## config.mk

```make
export PLATFORM = sky130hd
export DESIGN_NAME = irq_controller
export DESIGN_NICKNAME = d
export VERILOG_FILES = /design/src/rtl/irq_controller.sv
export SDC_FILE = /design/constraint.sdc
export NUM_CORES = 1
export LEC_CHECK = 0
export ABC_AREA = 1
export ABC_CLOCK_PERIOD_IN_PS = 1950
export CAP_MARGIN = 10
export CORE_MARGIN = 1.5
export CORE_UTILIZATION = 43
export DETAILED_ROUTE_END_ITERATION = 6
export PLACE_DENSITY = 0.87
export SLEW_MARGIN = 10
export SYNTH_ARGS = -nofsm -noshare
export SYNTH_HDL_FRONTEND = slang
export SYNTH_SLANG_ARGS = --single-unit
```

## constraint.sdc

```tcl
create_clock -name clk -period 1.95 [get_ports clk]
set_input_delay 0.39 -clock clk [delete_from_list [all_inputs] [get_ports clk]]
set_output_delay 0.39 -clock clk [all_outputs]
set_load 0.02 [all_outputs]
```

## src/rtl/irq_controller.sv

```systemverilog
// irq_controller: synchronise, latch, mask and prioritise N request lines into one core IRQ.
// Ports:
//   clk        system clock, rising edge
//   rst        asynchronous active-low reset
//   CPSR_7     global IRQ disable (1 = disabled)
//   EX_irq     asynchronous active-high request lines
//   trig_mode  per channel: 1 = rising edge, 0 = level
//   irq_mask   per channel: 1 = masked
//   INTA_irq   one-cycle acknowledge from the core
//   eoi        one-cycle end-of-interrupt from the handler
//   INT_irq    registered interrupt request to the core
//   irq_id     latched winning channel
//   irq_vector handler vector for irq_id
//   pending    raw pending bits before masking
//   in_service one-hot channel being serviced, or zero
module irq_controller #(
    parameter int          N_IRQ       = 4,
    parameter int          ID_W        = 2,
    parameter int          SYNC_STAGES = 2,
    parameter logic [31:0] VEC_BASE    = 32'h0000_0018,
    parameter int          VEC_STRIDE  = 4
) (
    input  logic             clk,
    input  logic             rst,
    input  logic             CPSR_7,
    input  logic [N_IRQ-1:0] EX_irq,
    input  logic [N_IRQ-1:0] trig_mode,
    input  logic [N_IRQ-1:0] irq_mask,
    input  logic             INTA_irq,
    input  logic             eoi,
    output logic             INT_irq,
    output logic [ID_W-1:0]  irq_id,
    output logic [31:0]      irq_vector,
    output logic [N_IRQ-1:0] pending,
    output logic [N_IRQ-1:0] in_service
);
    typedef enum logic [1:0] {IDLE, REQ, SERVICE} state_t;
    state_t state;
    logic [SYNC_STAGES-1:0][N_IRQ-1:0] sync_q;
    logic [N_IRQ-1:0] prev_q, sync_out, rise, eligible, inta_clr, pending_next;
    logic [ID_W-1:0] winner;
    logic eoi_gap;
    assign sync_out = sync_q[SYNC_STAGES-1];
    assign rise = sync_out & ~prev_q;
    assign eligible = pending & ~irq_mask;
    assign inta_clr = (state == REQ && INTA_irq) ? (N_IRQ'(1) << irq_id) : '0;
    // edge channels: a new rise beats a same-cycle acknowledge clear; level channels track the line
    assign pending_next = (trig_mode & ((pending & ~inta_clr) | rise)) | (~trig_mode & sync_out);
    assign irq_vector = VEC_BASE + 32'(irq_id) * 32'(VEC_STRIDE);
    always_comb begin
        winner = '0;
        for (int i = N_IRQ - 1; i >= 0; i--)
            if (eligible[i]) winner = ID_W'(i);
    end
    always_ff @(posedge clk or negedge rst) begin
        if (!rst) begin
            sync_q  <= '0;
            prev_q  <= '0;
            pending <= '0;
        end else begin
            sync_q[0] <= EX_irq;
            for (int s = 1; s < SYNC_STAGES; s++) sync_q[s] <= sync_q[s-1];
            prev_q  <= sync_out;
            pending <= pending_next;
        end
    end
    // eoi_gap holds IDLE for one cycle after eoi so the next request is raised no sooner than two edges later
    always_ff @(posedge clk or negedge rst) begin
        if (!rst) begin
            state      <= IDLE;
            INT_irq    <= 1'b0;
            irq_id     <= '0;
            in_service <= '0;
            eoi_gap    <= 1'b0;
        end else begin
            eoi_gap <= 1'b0;
            case (state)
                IDLE: if (!CPSR_7 && !eoi_gap && |eligible) begin
                    irq_id  <= winner;
                    INT_irq <= 1'b1;
                    state   <= REQ;
                end
                REQ: if (INTA_irq) begin
                    in_service <= N_IRQ'(1) << irq_id;
                    INT_irq    <= 1'b0;
                    state      <= SERVICE;
                end else if (CPSR_7 || !eligible[irq_id]) begin
                    INT_irq <= 1'b0;
                    state   <= IDLE;
                end
                SERVICE: if (eoi) begin
                    in_service <= '0;
                    eoi_gap    <= 1'b1;
                    state      <= IDLE;
                end
                default: state <= IDLE;
            endcase
        end
    end
endmodule

```

==> metrics.txt <==
status finished clean; fin crit period 1831 ps; initial antenna violation count 0; ant diodes 0; worst path cell trace clkdlybuf4s50_1; drt total wl 2075 um; Distinct cells, synth 16; #FFs+latches synth 26; crit path max fanout 7; endpoints failing setup 0; global route overflow 0; CTS Buffer Depth 2; highest clock rate 0.5461 GHz; WHS Path Cells 0; Hold Crit Start sync_q[0]; crit path launch type flop; Post-DRT Antenna Nets 0; Pleak 0.0007760 uW; setup slack after layout 118.9 ps; Largest delay share family, worst path buffers and inverters; Clock Latency Late Sink 320 ps; # hold bufs at CTS 0; Starting Density 44.94%; die width 56.46 um; Fin Setup TNS 0 ps; reg-to-reg startpoint state[1]; clk slew on worst S/H paths 130 ps; num rows 19; Worst setup EP type primary output; most frequent cells in the layout nand2_1 (31), clkdlybuf4s50_1 (29), conb_1 (28); endpoints failing hold 0; Worst Hold Class reg2reg; number of cells on the worst reg-to-reg path 6; Detailed Routing Iterations Pass 1 4; mapped cell area 1229 um^2; DR vias/cell 4.396; Hold Path Sink sync_out[0]; number of buffers added on ports 31; WP data required 1560 ps; pwr dens 1172 nW/um^2; H-tree levels 1; die height 56.46 um; Setup Skew 2.485 ps; vias in the first global route 757; Max VDD drop 0.7551 mV; Reg-to-Reg End pending[0]; Crit path buffers/inverters 1; syn_area_per_cell 9.169 um^2; CORE AREA 2734 um^2; slowest CP cell clkdlybuf4s50_1; CP max stage delay 650 ps; Final Max Tran Viols 0; Post-CTS Setup Inserts 0; dpl ws 329.0 ps; Syn Inst Count 134; largest net degree at the start of global routing 27; R2R Setup Slk 790 ps; Vias 866; clk sink count 26; Tcrit/Tclk final 93.90%; first-pass GRT wire length 3525 um; Yosys Warn Count 0; RSZ-0062 raised after global routing no; max_cap viols 0; CTS buffer count 3; layout cells sized above 1 7.831%; total global-route track usage 14.70%; most common cell after layout, fill and taps aside nand2_1; synth-to-layout area growth 21.18%; wire per inst 10.53 um; Clock Tree Root clkbuf_4; Placer Congestion 0.8534; sequential cell area fraction in the yosys report 52.95%; initial DRC count 8; Post-DP HPWL 1662 um; Setup CP Type reg2out; residual DRC count 0; Final Net Count 184; Ports 60; full die area 3187 um^2; TritonCTS clock tree built; crit path DAT 1440 ps
[per-stage QoR]
step	power, uW	cells	instance area (um^2)	util (%)	hold slack [ps]
after global placement	1481	193	1454	53.18	331.1
after CTS	1762	197	1488	54.42	371.3
after global routing	1874	197	1489	54.46	388.4
final	1744	197	1489	54.46	365.8
after floorplan	1241	161	1330	-	94.41
after detailed placement	1508	193	1454	53.18	339.5
[synthesized netlist by cell type, drive strengths merged]
cell type  count  area, um^2
o21ai          1       5.000
inv           11       41.29
nor3           1       5.000
nand2         34       135.1
dfrtp         26       650.6
and2           1       8.760
nand3         17       85.08
o31ai          1       7.510
buf           31       232.7
a21boi         1       7.510
a21oi          1       8.760
nor2           8       37.54
conb           1       3.750
[registers in the layout, indices dropped and copies added (netlist names)]
name and cells:
INT_irq 1, eoi_gap 1, in_service 4, irq_id 2, pending 4, prev_q 4
state 2, sync_out 4, sync_q 4
[cell families after synthesis]
group | Yosys count | share of synthesized area, %
compound gates | 4 | 2.342
buf+inv | 42 | 22.30
flops | 26 | 52.95
other cells | 1 | 0.3052
simple gates | 61 | 22.10
[layout make-up]
class,count,area [um^2]
Sequential cell,26,651.9
Multi-Input combinational cell,93,405.4
Fill cell,269,1245
Timing Repair Buffer,32,315.3
Clock buffer,4,36.28
Inverter,11,41.29
Tap cell,31,38.79
[routing by layer]
metal  up-vias  global-route usage (%)  routed length (um)
li1        420                       -                   -
met1       406                   17.51                 808
met2        37                   24.75                1088
met3         3                   4.147                 148
met4         0                   6.122                  29
met5         -                       0                   0
[report_power, final]
group / switching [uW] / leakage [uW] / internal, uW
sequential: 94.1 / 0.000314 / 648
clock: 153 / 0.0000210 / 114
combinational: 427 / 0.000441 / 308
total: 674 / 0.000776 / 1070
[how the worst max path moves through the flow]
stage,from,to,depth (start not counted),slack [ps]
after floorplan,irq_id[1],irq_vector[4],2,630
final,irq_id[1],irq_vector[5],1,120
after detailed placement,irq_id[1],irq_vector[3],2,330
after CTS,irq_id[0],irq_vector[2],1,40
after global routing,irq_id[1],irq_vector[5],1,30
after global placement,irq_id[1],irq_vector[3],2,380
[repair_timing]
| action | in CTS | in global routing |
|---|---|---|
| cloned | 0 | 0 |
| endpoints found under the setup margin | 2 | 2 |
| gates resized for setup | 2 | 1 |
Power figures use the tool's default switching activity.
